--- config.mk ---
export PLATFORM = sky130hd
export DESIGN_NAME = keypad_emulator_flat
export DESIGN_NICKNAME = d
export VERILOG_FILES = /design/src/rtl/keypad_emulator_if.sv /design/src/rtl/keypad_emulator.sv /design/src/flat_wrapper.sv
export SDC_FILE = /design/constraint.sdc
export NUM_CORES = 1
export LEC_CHECK = 0
export ABC_AREA = 0
export ABC_CLOCK_PERIOD_IN_PS = 3120
export BUFFER_PORTS_ARGS = -buffer_cell sky130_fd_sc_hd__buf_2
export CORE_MARGIN = 5
export CORE_UTILIZATION = 45
export DETAILED_ROUTE_END_ITERATION = 8
export GPL_TIMING_DRIVEN = 0
export PLACE_DENSITY = 0.67
export SLEW_MARGIN = 20
export SYNTH_ARGS = -nofsm -noshare
export SYNTH_HDL_FRONTEND = slang
export SYNTH_SLANG_ARGS = --single-unit
--- constraint.sdc ---
create_clock -name clk_3p33MHz -period 3.12 [get_ports clk_3p33MHz]
set_input_delay 0.312 -clock clk_3p33MHz [delete_from_list [all_inputs] [get_ports clk_3p33MHz]]
set_output_delay 0.312 -clock clk_3p33MHz [all_outputs]
set_load 0.05 [all_outputs]
--- src/rtl/keypad_emulator_if.sv ---
// keypad_emulator_if: command handshake plus column-strobe/row-sense keypad lines
interface keypad_emulator_if;
  logic [3:0] key_code;
  logic       key_valid;
  logic       key_ready;
  logic [2:0] keypad_col;
  logic [3:0] keypad_row;
  logic       busy;
  logic       err;
  modport master (
    output key_code, key_valid, keypad_col,
    input  key_ready, keypad_row, busy, err
  );
  modport slave (
    input  key_code, key_valid, keypad_col,
    output key_ready, keypad_row, busy, err
  );
endinterface

--- src/rtl/keypad_emulator.sv ---
// keypad_emulator: 4x3 matrix keypad device model with press, bounce, hold, release and gap sequencing
module keypad_emulator #(
  parameter logic [15:0] HOLD_CYCLES   = 16'd1000,
  parameter logic [15:0] GAP_CYCLES    = 16'd500,
  parameter logic [7:0]  BOUNCE_CYCLES = 8'd0,
  parameter logic [3:0]  BOUNCE_PERIOD = 4'd3
) (
  input  logic               clk_3p33MHz,
  input  logic               reset_n,
  keypad_emulator_if.slave   kp
);
  typedef enum logic [2:0] {IDLE, BOUNCE_IN, HOLD, BOUNCE_OUT, GAP} state_t;
  localparam logic [15:0] HOLD_LAST = (HOLD_CYCLES == 16'd0) ? 16'd0 : HOLD_CYCLES - 16'd1;
  localparam logic [15:0] GAP_LAST  = (GAP_CYCLES == 16'd0) ? 16'd0 : GAP_CYCLES - 16'd1;
  localparam logic [15:0] BNC_LAST  = {8'd0, BOUNCE_CYCLES} - 16'd1;
  localparam logic [3:0]  PER_LAST  = BOUNCE_PERIOD - 4'd1;
  state_t      state_q, state_d;
  logic [15:0] cnt_q, cnt_d, last;
  logic [3:0]  pcnt_q, pcnt_d;
  logic        ph_q, ph_d;
  logic [1:0]  krow_q, krow_d, kcol_q, kcol_d, kr, kc;
  logic [3:0]  row_q, row_d;
  logic        err_q, err_d;
  logic        accept, code_ok, done, enter, ph_tick, hit, contact;
  always_ff @(posedge clk_3p33MHz) begin
    if (!reset_n) begin
      state_q <= IDLE;
      cnt_q   <= 16'd0;
      pcnt_q  <= 4'd0;
      ph_q    <= 1'b0;
      krow_q  <= 2'd0;
      kcol_q  <= 2'd0;
      row_q   <= 4'hF;
      err_q   <= 1'b0;
    end else begin
      state_q <= state_d;
      cnt_q   <= cnt_d;
      pcnt_q  <= pcnt_d;
      ph_q    <= ph_d;
      krow_q  <= krow_d;
      kcol_q  <= kcol_d;
      row_q   <= row_d;
      err_q   <= err_d;
    end
  end
  always_comb begin
    accept  = kp.key_valid && (state_q == IDLE);
    code_ok = (kp.key_code != 4'd0) && (kp.key_code <= 4'd12);
    kr      = 2'((kp.key_code - 4'd1) / 4'd3);
    kc      = 2'((kp.key_code - 4'd1) % 4'd3);
    last    = (state_q == HOLD) ? HOLD_LAST : (state_q == GAP) ? GAP_LAST : BNC_LAST;
    done    = cnt_q == last;
    state_d = state_q;
    case (state_q)
      IDLE:       if (accept) state_d = !code_ok ? GAP : (BOUNCE_CYCLES == 8'd0) ? HOLD : BOUNCE_IN;
      BOUNCE_IN:  if (done) state_d = HOLD;
      HOLD:       if (done) state_d = (BOUNCE_CYCLES == 8'd0) ? GAP : BOUNCE_OUT;
      BOUNCE_OUT: if (done) state_d = GAP;
      GAP:        if (done) state_d = IDLE;
      default:    state_d = IDLE;
    endcase
    enter   = state_d != state_q;
    cnt_d   = (enter || state_q == IDLE) ? 16'd0 : (cnt_q == 16'hFFFF) ? cnt_q : cnt_q + 16'd1;
    ph_tick = pcnt_q == PER_LAST;
    pcnt_d  = (enter || ph_tick) ? 4'd0 : pcnt_q + 4'd1;
    ph_d    = enter ? (state_d == BOUNCE_IN) : ph_q ^ ph_tick;
    krow_d  = accept ? kr : krow_q;
    kcol_d  = accept ? kc : kcol_q;
    err_d   = accept && !code_ok;
    // only the latched column gates the row; other low columns are ignored
    hit     = contact && !kp.keypad_col[kcol_q];
    row_d   = ~({3'b000, hit} << krow_q);
  end
  always_comb begin
    contact       = (state_q == HOLD) || ((state_q == BOUNCE_IN || state_q == BOUNCE_OUT) && ph_q);
    kp.busy       = state_q != IDLE;
    kp.key_ready  = state_q == IDLE;
    kp.err        = err_q;
    kp.keypad_row = row_q;
  end
endmodule

--- src/flat_wrapper.sv ---
// flat-port wrapper written by rule: the top's interface ports become plain ports
module keypad_emulator_flat 
#(
  parameter logic [15:0] HOLD_CYCLES   = 16'd1000,
  parameter logic [15:0] GAP_CYCLES    = 16'd500,
  parameter logic [7:0]  BOUNCE_CYCLES = 8'd0,
  parameter logic [3:0]  BOUNCE_PERIOD = 4'd3
)
  (clk_3p33MHz, reset_n, kp_key_code, kp_key_valid, kp_keypad_col, kp_key_ready, kp_keypad_row, kp_busy, kp_err);
  keypad_emulator_if kp_i ();
  input  logic clk_3p33MHz;
  input  logic reset_n;
  input wire logic [$bits(kp_i.key_code)-1:0] kp_key_code;
  input wire logic [$bits(kp_i.key_valid)-1:0] kp_key_valid;
  input wire logic [$bits(kp_i.keypad_col)-1:0] kp_keypad_col;
  output wire logic [$bits(kp_i.key_ready)-1:0] kp_key_ready;
  output wire logic [$bits(kp_i.keypad_row)-1:0] kp_keypad_row;
  output wire logic [$bits(kp_i.busy)-1:0] kp_busy;
  output wire logic [$bits(kp_i.err)-1:0] kp_err;
  assign kp_i.key_code = kp_key_code;
  assign kp_i.key_valid = kp_key_valid;
  assign kp_i.keypad_col = kp_keypad_col;
  assign kp_key_ready = kp_i.key_ready;
  assign kp_keypad_row = kp_i.keypad_row;
  assign kp_busy = kp_i.busy;
  assign kp_err = kp_i.err;
  keypad_emulator #(.HOLD_CYCLES(HOLD_CYCLES), .GAP_CYCLES(GAP_CYCLES), .BOUNCE_CYCLES(BOUNCE_CYCLES), .BOUNCE_PERIOD(BOUNCE_PERIOD)) u_core (.clk_3p33MHz(clk_3p33MHz), .reset_n(reset_n), .kp(kp_i));
endmodule
### Yosys cells after proc, flatten, opt, wreduce, memory -nomap -nowiden

Cells that the tools add are included.

* input bits: 10
* output and inout port bits: 7
* logic and storage cells: 56
* register bits after elaboration: 33

* magnitude comparators: 2
* bitwise operators: 3
* eq/ne operators: 9
* reduce and logical (&&, ||, !) cells: 17
* divide/modulo/power cells: 2
* add/subtract/negate cells: 3
* shifts and indexed selects: 1
* multiplexer cells: 11

Operators with widths (number)
* 16-bit two-way mux: 2
* 16-bit by 1-bit adder with 16-bit output (second input constant): 1
* 16-bit == test: 1
* 16-bit == test (second input constant): 1
* 3-bit two-way mux: 5
* 3-bit one-hot mux with 4 select lines: 1
* 3-bit by 1-bit == test with 1-bit output (second input constant): 2
* 3-bit by 2-bit == test with 1-bit output (second input constant): 2
* 2-bit OR reduction: 3
* 1-bit logical AND: 5
* 4-bit by 1-bit adder with 4-bit output (second input constant): 1
* 4-bit by 2-bit divider with 4-bit output (second input constant): 1
* 4-bit by 2-bit == test with 1-bit output (second input constant): 1
* 4-bit less-or-equal comparator (second input constant): 1
* 1-bit logical OR: 4
* 4-bit by 2-bit remainder unit with 4-bit output (second input constant): 1
* 4-bit NOT: 1
* 4-bit nonzero test: 1
* 1-bit by 2-bit << shifter with 4-bit output: 1
* 4-bit by 1-bit subtractor with 4-bit output (second input constant): 1
* 3-bit == test (second input constant): 1
* 3-bit logical NOT: 1
* 2-bit by 3-bit less-than comparator with 1-bit output (second input constant): 1
* 3-bit != test: 1
* other kinds (6): 8

### Longest topological paths before layout

Gate-level depths: netlist of the first run.

* depth after elaboration: 9
* depth in mapped cells: 13
* mapped depth without buffers: 13

### Least setup slack after synthesis of the first run

OpenSTA, ideal clock, no wires.

* path type: input-to-reg
* from: input port kp_key_code[0]
* to: register u_core.kcol_q[0]
* data required time: 3029 ps
* path buffers: 0
* stages on the path: 13
* library setup time: 91 ps
* data arrival time: 2741 ps
* slack: 288 ps
* path through: inv_1 ha_1 or3b_2 o41ai_1 ha_1 inv_1 ha_1 a21bo_2 xnor2_1 inv_1 ha_1 or3_1 a311oi_1

* word-level cells in the longest chain between the ends: 2

Ends and longest elaborated chain
* start: declaration: line flat_wrapper.sv:13 `input wire logic [$bits(kp_i.key_code)-1:0] kp_key_code;`
* 4-bit by 1-bit subtractor with 4-bit output: line keypad_emulator.sv:50 `kc = 2'((kp.key_code - 4'd1) % 4'd3);`
* 4-bit by 2-bit remainder unit with 4-bit output: line keypad_emulator.sv:50
* end signal: assignment: line keypad_emulator.sv:41 `kcol_q <= kcol_d;`
* end: declaration: line keypad_emulator.sv:21 `logic [1:0] krow_q, krow_d, kcol_q, kcol_d, kr, kc;`

No other way between the ends.
A chain may end at the register's enable or synchronous reset.

### Final worst setup path of the first run

Same ends and word-level chain as after synthesis.

==> impl_metrics.json, run 1 <==
{
  "worstSetupPathType": "input pin to flip-flop",
  "drtIter0Drc": 80,
  "clockBufferDepth": 2,
  "start_util_pct": 46.6,
  "yosys.cell_types.count": 48,
  "drcViolationCount": 0,
  "worstPathCellList": "buf_2 -> inv_1 -> ha_2 -> or3b_2 -> o41ai_4 -> ha_1 -> inv_1 -> ha_1 -> a21bo_2 -> xnor2_1 -> inv_1 -> ha_1 -> or3_1 -> a311oi_1",
  "reg2regPathDepth": 7,
  "routedWlPerCell_um": 12.7,
  "start_kind": "input pin",
  "synth_compound_area_share_pct": 13.2,
  "synth_nets": 237,
  "rr_startpoint": "u_core.cnt_q[10]$_SDFFE_PP0P_",
  "clock-sinks": 33,
  "rows": 23,
  "synthTopCellsByArea": "dfxtp_1 35%, xnor2_1 7.5%, ha_1 6.0%",
  "dp_cells": 284,
  "yosysSeqAreaShare_pct": 35.2,
  "clock_latency_ns": 0.28,
  "max_freq_mhz": 348,
  "gp_congestion": 0.892,
  "synth_top_area_share_pct": 35.2,
  "syn2layout_area_growth_pct": 14.9,
  "fin_cells": 292,
  "required_ns": 3.32,
  "port_buffers": 16,
  "leakage_nw": 0.783,
  "synth_top_family_by_area": "simple AND/OR/NAND/NOR gates",
  "die_y_um": 74.6,
  "dr.pass1.iters": 4,
  "skew_ns": 0.00885,
  "critical-path-top-delay-family": "simple AND/OR/NAND/NOR gates",
  "final_util_pct": 53.5,
  "grt_max_degree": 11,
  "hp-start": "reset_n",
  "critPathBufInv": 4,
  "synth-adder-area-share_pct": 6.00,
  "holdWs_ns": 0.370,
  "antenna_cells": 0,
  "arrival_ns": 3.07,
  "synth_ff_type": "dfxtp_1",
  "period_needed_ns": 2.87,
  "power.density_nw_per_um2": 484,
  "synthCells": 218,
  "maxSlewHeadroom_pct": 55.7,
  "min_to": "u_core.kcol_q[1]$_SDFFE_PN0P_",
  "routed_wl_um": 3700,
  "crit_path_max_incr_delay_ns": 0.51,
  "finalPower_mw": 1.04,
  "cts_made_buffers": 5,
  "clk_pin_slew_ns": 0.07,
  "dpl.hpwl_um": 2670,
  "cpMaxStageDelayCell": "or3b_2",
  "syn_area_sq_um": 1880,
  "cts-root-buf": "clkbuf_8",
  "finalHoldViolCount": 0,
  "fin_crit_sh_pct": 92.1,
  "drv_slew": 0,
  "fp.dieW_um": 74.6,
  "final_nets": 260,
  "synth_mux_area_share_pct": 3.27,
  "grt_pass1_vias": 1397,
  "n_fill_cell": 397,
  "vias_per_cell": 5.46,
  "ios": 17,
  "crit_fanout": 8,
  "worst_pin_slew_ns": 0.660,
  "dieArea_sq_um": 5560,
  "setup_viol": 0,
  "syn_area_per_cell_sq_um": 8.60,
  "ant_nets": 0,
  "rsz0062_at_grt": "false",
  "core_sq_um": 4030,
  "tritoncts": "built",
  "track_usage_pct": 14.5,
  "synth_simple_gate_area_share_pct": 29.2,
  "ys_ff_latch": 33,
  "status": "complete, no violations",
  "synthArstFlopShare_pct": 0,
  "h-tree-depth": 2,
  "rrSetupSlack_ns": 0.65,
  "end_kind": "flip-flop",
  "cap_violations": 0,
  "yosysTopAreaCell": "dfxtp_1",
  "hold_depth": 3,
  "grt_pass1_wl_um": 6220,
  "worstHoldPathType": "input pin to flip-flop",
  "ir_drop_uv": 232,
  "antenna_found_initial": 0,
  "grt_overflow": 0,
  "yosys.area_share.xor_xnor_pct": 8.41,
  "regToRegEndpoint": "u_core.cnt_q[0]$_SDFFE_PP0P_",
  "drive_gt1_share_pct": 15.7,
  "synth-edff-count": 0,
  "vias": 1594,
  "synth_warnings": 0
}
-- cell type report --
class	count	area (sq um)	share of cell area [%]
Inverter	11	41.3	1.92
Clock buffer	7	86.3	4.00
Tap cell	50	62.6	2.90
Multi-Input combinational cell	168	1150	53.3
Timing Repair Buffer	16	80.1	3.71
Buffer	6	46.3	2.15
Sequential cell	33	661	30.6
Clock inverter	1	30.0	1.39
-- synth_stat cells, drive strengths merged, types with 2 or more instances --
| cell | count |
|---|---|
| nor3b | 4 |
| xnor2 | 16 |
| mux2i | 5 |
| a211oi | 6 |
| or4 | 3 |
| nand2 | 16 |
| o21ai | 3 |
| and3 | 5 |
| and2 | 3 |
| ha | 9 |
| clkbuf | 4 |
| nand4 | 2 |
| nand2b | 3 |
| xor2 | 2 |
| nor2 | 24 |
| nor4 | 3 |
| inv | 11 |
| nor3 | 11 |
| or2 | 4 |
| or3 | 6 |
| nand3 | 9 |
| a21oi | 8 |
| dfxtp | 33 |
| o22ai | 2 |
| nor2b | 2 |
| and4 | 2 |
| o21a | 4 |
| o2111ai | 2 |
| buf | 2 |
-- cells by family (layout without fill, tap and decap cells) --
kind of cell	Yosys count	after routing
and+or+nand+nor	102	102
AOI/OAI and AO/OA	33	33
buffers and inverters	17	41
xor gates and xnor gates	18	18
adders and majority gates	9	9
DFF	33	33
muxes	6	6
-- sequential cells by signal (all words and copies together), names as in the netlist --
register and count:
u_core.pcnt_q 4, u_core.kp.keypad_row 4, u_core.krow_q 2, u_core.ph_q 1
u_core.kcol_q 2, u_core.state_q 3, u_core.cnt_q 16, u_core.kp.err 1
-- cell usage in the layout, fill, tap and decap left out, types with 4 or more instances in the layout --
cell	netlist	routed
clkbuf_8	0	6
ha_1	9	8
xnor2_1	16	16
nand3_1	9	9
nor3b_1	4	4
inv_1	11	11
nand2_1	16	16
or3_1	5	5
clkbuf_1	4	5
buf_2	0	16
nor2_1	24	24
o21a_1	4	4
a211oi_1	6	6
nor3_1	11	11
a21oi_1	8	8
dfxtp_1	33	33
mux2i_1	5	5
-- worst min-delay path, delay by kind of cell --
family                 cells  cell delay (ns)
buffers and inverters      1             0.14
and+or+nand+nor            1             0.09
AOI/OAI and AO/OA          1             0.08
-- per-layer routing --
metal	vias up	part of all wire, %	global-route usage (%)
met1	735	49	19.4
li1	821	-	-
met3	7	4.5	4.05
met2	31	44	22.0
met5	-	0	0
met4	0	1.8	5.93
-- report_power, final --
part	switching [mW]	internal, mW	leakage (nW)	total, mW
Sequential	0.0128	0.439	0.268	0.451
Clock	0.155	0.260	0.0585	0.416
Combinational	0.104	0.0728	0.457	0.177
Total	0.273	0.772	0.783	1.04
-- stage by stage --
stage / TNS, ns / setup WS (ns) / area [sq um]
after floorplan: 0 / 0.288 / 1880
after global placement: -0.185 / -0.113 / 2020
after detailed placement: -0.254 / -0.162 / 2020
after CTS: 0 / 0.127 / 2130
after global routing: 0 / 0.0234 / 2160
final: 0 / 0.246 / 2160
-- timing repair --
item | 4_1_cts | 5_1_grt
hold buffers | 0 | 0
setup endpoints to repair | 0 | 2
gates resized for setup | 0 | 3
buffers inserted | 0 | 0
-- how the worst max path moves through the flow --
| stage | start | endpoint | cells past startpoint |
|---|---|---|---|
| 2_1_floorplan | kp_key_code[0] | u_core.kcol_q[0]$_SDFFE_PN0P_ | 13 |
| 3_3_place_gp | kp_key_code[0] | u_core.kcol_q[0]$_SDFFE_PN0P_ | 14 |
| 3_5_place_dp | kp_key_code[0] | u_core.kcol_q[0]$_SDFFE_PN0P_ | 14 |
| 4_1_cts | kp_key_code[0] | u_core.kcol_q[0]$_SDFFE_PN0P_ | 14 |
| 5_1_grt | kp_key_code[0] | u_core.kcol_q[0]$_SDFFE_PN0P_ | 14 |
| 6_report | kp_key_code[0] | u_core.kcol_q[0]$_SDFFE_PN0P_ | 14 |
Power figures use the tool's default switching activity.
==> inputs of run 2 (changes only) <==
--- a/config.mk
+++ b/config.mk
@@ -13,6 +13,8 @@
 export DETAILED_ROUTE_END_ITERATION = 8
 export GPL_TIMING_DRIVEN = 0
 export PLACE_DENSITY = 0.67
+export RECOVER_POWER = 100
+export REMOVE_ABC_BUFFERS = 1
 export SLEW_MARGIN = 20
 export SYNTH_ARGS = -nofsm -noshare
 export SYNTH_HDL_FRONTEND = slang
==> run 2 against run 1 <==
Net effect: via count shrank 4.5%; cell count shrank 2.1%; sequential share of layout area grew 0.99 points; first-iteration DRC count fell by 21%; clock power is essentially flat; register-to-register slack got worse by 0.20 ns; critical path depth stayed put; utilization shrank 1.7 points; largest cell class unchanged.
==> impl_metrics.json, run 2 (synthesis results as in run 1) <==
{
  "vias": 1522,
  "track_usage_pct": 14.2,
  "use_met1_pct": 18.0,
  "reg2regPathDepth": 5,
  "syn2layout_area_growth_pct": 11.3,
  "port_buffers": 16,
  "grt_busiest_layer": "met2",
  "top_register": "u_core.cnt_q",
  "fp.dieW_um": 74.6,
  "layout.area.seq_sq_um": 661,
  "final_cell_mix": "33 x dfxtp_1, 24 x nor2_1, 16 x xnor2_1, 16 x nand2_1, 11 x inv_1",
  "layout_commonest_cell": "dfxtp_1",
  "largest_reg_flops": 16,
  "setup_viol": 0,
  "end_kind": "flip-flop",
  "arrival_ns": 3.06,
  "max_freq_mhz": 345,
  "dr.pass1.iters": 4,
  "period_needed_ns": 2.90,
  "fin_crit_sh_pct": 92.9,
  "clock-sinks": 33,
  "ios": 17,
  "skew_ns": 0.00814,
  "dieArea_sq_um": 5560,
  "cpMostUsedCell": "ha_1",
  "start_kind": "input pin",
  "met3_usage_pct": 4.05,
  "antenna_found_initial": 0,
  "drv_slew": 0,
  "core_sq_um": 4030,
  "status": "complete, no violations",
  "cts-root-buf": "clkbuf_8",
  "final_nets": 254,
  "multiInputGateArea_sq_um": 1140,
  "rows": 23,
  "finalHoldViolCount": 0,
  "final_util_pct": 51.8,
  "grt_overflow": 0,
  "worstPathCellList": "buf_2 -> inv_1 -> ha_1 -> or3b_2 -> o41ai_2 -> ha_1 -> inv_1 -> ha_1 -> a21bo_2 -> xnor2_1 -> inv_1 -> ha_1 -> or2_2 -> o311ai_0",
  "crit_fanout": 8,
  "ant_nets": 0,
  "crit_path_max_incr_delay_ns": 0.49,
  "drive_gt1_share_pct": 11.9,
  "grt_max_degree": 17,
  "routed_wl_um": 3400,
  "cts_made_buffers": 5,
  "met2_usage_pct": 22.9,
  "routedWlPerCell_um": 11.9,
  "cts_setup_buffers": 0,
  "grt_pass1_vias": 1433,
  "finalPower_mw": 1.02,
  "maxSlewHeadroom_pct": 43.6,
  "required_ns": 3.28,
  "start_util_pct": 46.6,
  "h-tree-depth": 2,
  "cpMaxStageDelayCell": "or3b_2",
  "worst_pin_slew_ns": 0.842,
  "clk_pin_slew_ns": 0.07,
  "vias_per_cell": 5.32,
  "worstSetupPathType": "input pin to flip-flop",
  "die_y_um": 74.6,
  "n_fill_cell": 408,
  "drtIter0Drc": 63,
  "antenna_cells": 0,
  "clock_latency_ns": 0.28,
  "clockBufferDepth": 2,
  "leakage_nw": 0.741,
  "hold_depth": 3,
  "worstHoldPathType": "input pin to flip-flop",
  "ir_drop_uv": 238,
  "drcViolationCount": 0,
  "gp_congestion": 0.856,
  "power.density_nw_per_um2": 490,
  "rrSetupSlack_ns": 0.45,
  "grt_pass1_wl_um": 6160,
  "cap_violations": 0,
  "dpl.hpwl_um": 2500,
  "tritoncts": "built",
  "rsz0062_at_grt": "false"
}
[run 2: changes by cell type in the layout (fill, tap and decap cells not counted), sizes merged]
cell and delta:
clkbuf +3, buf -9
[run 2: area by class of cell]
cell class | count | area share (%)
tap | 50 | 3.00
clock inverter | 1 | 1.44
multi-input combinational | 168 | 54.4
timing repair buffer | 16 | 3.42
sequential | 33 | 31.6
clock buffer | 7 | 4.13
inverter | 11 | 1.98
[run 2: per-stage QoR]
step                      instances  setup slack (ns)  hold slack, ns  setup TNS, ns  area (sq um)
after floorplan                 212             0.288           0.389              0          1830
after global placement          278           -0.0517           0.410        -0.0732          1970
after detailed placement        278            -0.109           0.408         -0.205          1980
after CTS                       286             0.184           0.386              0          2090
after global routing            286           0.00377           0.404              0          2090
final                           286             0.222           0.390              0          2090
[run 2: worst paths after layout]
check / from / endpoint
setup / recovery: kp_key_code[0] / u_core.kcol_q[1]$_SDFFE_PN0P_
hold / removal: kp_key_code[0] / u_core.kcol_q[0]$_SDFFE_PN0P_
setup reg to reg: u_core.cnt_q[11]$_SDFFE_PP0P_ / u_core.cnt_q[15]$_SDFFE_PP0P_
hold reg to reg: u_core.krow_q[0]$_SDFFE_PN0P_ / u_core.kp.keypad_row[1]$_SDFF_PN1_
[run 2: worst max-delay path: cells and delay by family]
family	cells	cell delay, ns
fa+ha+maj	4	0.89
buf+inv	4	0.33
simple gates	2	0.79
compound gates	3	0.61
xor+xnor	1	0.13
[run 2: timing repair]
| item | CTS | global route |
|---|---|---|
| endpoints found under the setup margin | 0 | 2 |
| hold buffers | 0 | 0 |
| gates resized for setup | 0 | 1 |
[run 2: routing by layer]
layer	part of all wire (%)	vias to the layer above	routed length, um
li1	-	806	-
met1	47	683	1600
met2	46	29	1550
met3	5.8	4	197
met4	1.6	0	53
met5	0	-	0
[run 2: power breakdown]
part	switching, mW	leakage, nW	internal, mW	total [mW]
logic	0.0957	0.415	0.0600	0.156
clock network	0.152	0.0585	0.260	0.413
registers	0.0154	0.268	0.439	0.454
==> inputs of run 3 (changes only) <==
--- a/config.mk
+++ b/config.mk
@@ -8,11 +8,10 @@
 export ABC_AREA = 0
 export ABC_CLOCK_PERIOD_IN_PS = 3120
 export BUFFER_PORTS_ARGS = -buffer_cell sky130_fd_sc_hd__buf_2
-export CORE_MARGIN = 5
-export CORE_UTILIZATION = 45
+export CORE_UTILIZATION = 35
 export DETAILED_ROUTE_END_ITERATION = 8
 export GPL_TIMING_DRIVEN = 0
-export PLACE_DENSITY = 0.67
+export PLACE_DENSITY = 0.56
 export RECOVER_POWER = 100
 export REMOVE_ABC_BUFFERS = 1
 export SLEW_MARGIN = 20
==> run 3 against run 2 <==
Net effect: die area increased by 1.7%; maximum frequency decreased by 0.71%; non-clock buffer count unchanged; clock power shrank 23%; highest routed layer unchanged; clock-buffer cell count is the same; combinational power barely moved.
==> impl_metrics.json, run 3 (synthesis results as in run 1) <==
{
  "status": "complete, no violations",
  "period_needed_ns": 2.92,
  "dieArea_sq_um": 5660,
  "clock-sinks": 33,
  "h-tree-depth": 2,
  "rsz0062_at_grt": "false",
  "top_register": "u_core.cnt_q",
  "maxSlewHeadroom_pct": 42.5,
  "drv_slew": 0,
  "worst_pin_slew_ns": 0.858,
  "hold_depth": 3,
  "drive_gt1_share_pct": 11.5,
  "max_freq_mhz": 343,
  "dp_cells": 298,
  "antenna_found_initial": 0,
  "ant_nets": 0,
  "cap_violations": 0,
  "cts_setup_buffers": 0,
  "largest_reg_flops": 16,
  "tritoncts": "built",
  "routed_wl_um": 3550,
  "fin_cells": 305,
  "final_nets": 254,
  "finalPower_uw": 929,
  "reg2regPathDepth": 5,
  "layout_commonest_cell": "dfxtp_1",
  "fp.dieW_um": 75.2,
  "grt_pass1_vias": 1415,
  "place_area_sq_um": 2000,
  "clk_pin_slew_ns": 0.06,
  "cts_made_buffers": 5,
  "holdWs_ns": 0.369,
  "required_ns": 3.31,
  "worstHoldPathType": "input pin to flip-flop",
  "grt_pass1_wl_um": 6290,
  "leakage_nw": 0.727,
  "worstSetupPathType": "input pin to flip-flop",
  "ir_drop_uv": 244,
  "clock_latency_ns": 0.28,
  "drtIter0Drc": 86,
  "final_cell_mix": "33 x dfxtp_1, 24 x nor2_1, 16 x xnor2_1, 16 x nand2_1, 11 x inv_1",
  "end_kind": "flip-flop",
  "dpl.hpwl_um": 2540,
  "drcViolationCount": 0,
  "start_util_pct": 36.5,
  "core_sq_um": 5140,
  "setup_viol": 0,
  "syn2layout_area_growth_pct": 11.1,
  "cts-root-buf": "clkbuf_8",
  "die_y_um": 75.2,
  "skew_ns": 0.00436,
  "ios": 17,
  "crit_fanout": 8,
  "routedWlPerCell_um": 11.6,
  "dr.pass1.iters": 4,
  "track_usage_pct": 14.7,
  "antenna_cells": 0,
  "start_kind": "input pin",
  "vias_per_cell": 4.89,
  "port_buffers": 16,
  "gp_congestion": 0.776,
  "power.density_nw_per_um2": 446,
  "rows": 26,
  "vias": 1492,
  "grt_overflow": 0,
  "grt_max_degree": 17,
  "arrival_ns": 3.11,
  "fin_crit_sh_pct": 93.6,
  "post-route-cell-area_sq_um": 2080,
  "finalHoldViolCount": 0,
  "clockBufferDepth": 2,
  "final_util_pct": 40.5
}
run 3: worst paths after layout:
check,to,startpoint,slack [ns]
worst max-delay path,u_core.kcol_q[0]$_SDFFE_PN0P_,kp_key_code[0],0.20
worst min-delay path,u_core.kcol_q[1]$_SDFFE_PN0P_,reset_n,0.37
worst max register to register,u_core.cnt_q[14]$_SDFFE_PP0P_,u_core.cnt_q[10]$_SDFFE_PP0P_,0.45
worst min register to register,u_core.kp.keypad_row[1]$_SDFF_PN1_,u_core.krow_q[0]$_SDFFE_PN0P_,0.42
run 3: metal layers:
layer,part of all wire (%),up-vias,track usage [%]
met1,51,664,19.4
met3,3.2,5,3.61
met4,1.5,0,4.94
met2,44,17,23.5
met5,0,-,0
li1,-,806,-
run 3: cell type report:
type                    count  area (sq um)
inverters                  11          41.3
repair buffers             16          71.3
flip-flops and latches     33           661
fillers                   556          3060
well taps                  70          87.6
clock buffers               7          86.3
multi-input cells         168          1140
run 3: stage by stage:
step	setup WS, ns	setup TNS (ns)
floorplan	0.288	0
global placement	-0.105	-0.173
detailed placement	-0.131	-0.221
CTS	0.162	0
global route	0.0189	0
finish	0.201	0
run 3: worst max-delay path: stages:
cell      delay (ns)
buf_2           0.15
inv_1           0.08
ha_1            0.28
or3b_2          0.50
o41ai_2         0.07
ha_1            0.21
inv_1           0.04
ha_1            0.20
a21bo_2         0.22
xnor2_1         0.14
inv_1           0.06
ha_1            0.22
or3_1           0.37
a311oi_1        0.25
run 3: timing repair:
action / 4_1_cts / 5_1_grt
endpoints found under the setup margin: 0 / 1
hold buffers: 0 / 0
gates resized for setup: 0 / 1
run 3: power breakdown:
group,switching (mW),internal (mW),total (mW)
Combinational,0.0964,0.0601,0.156
Sequential,0.0166,0.439,0.455
Clock,0.143,0.175,0.317
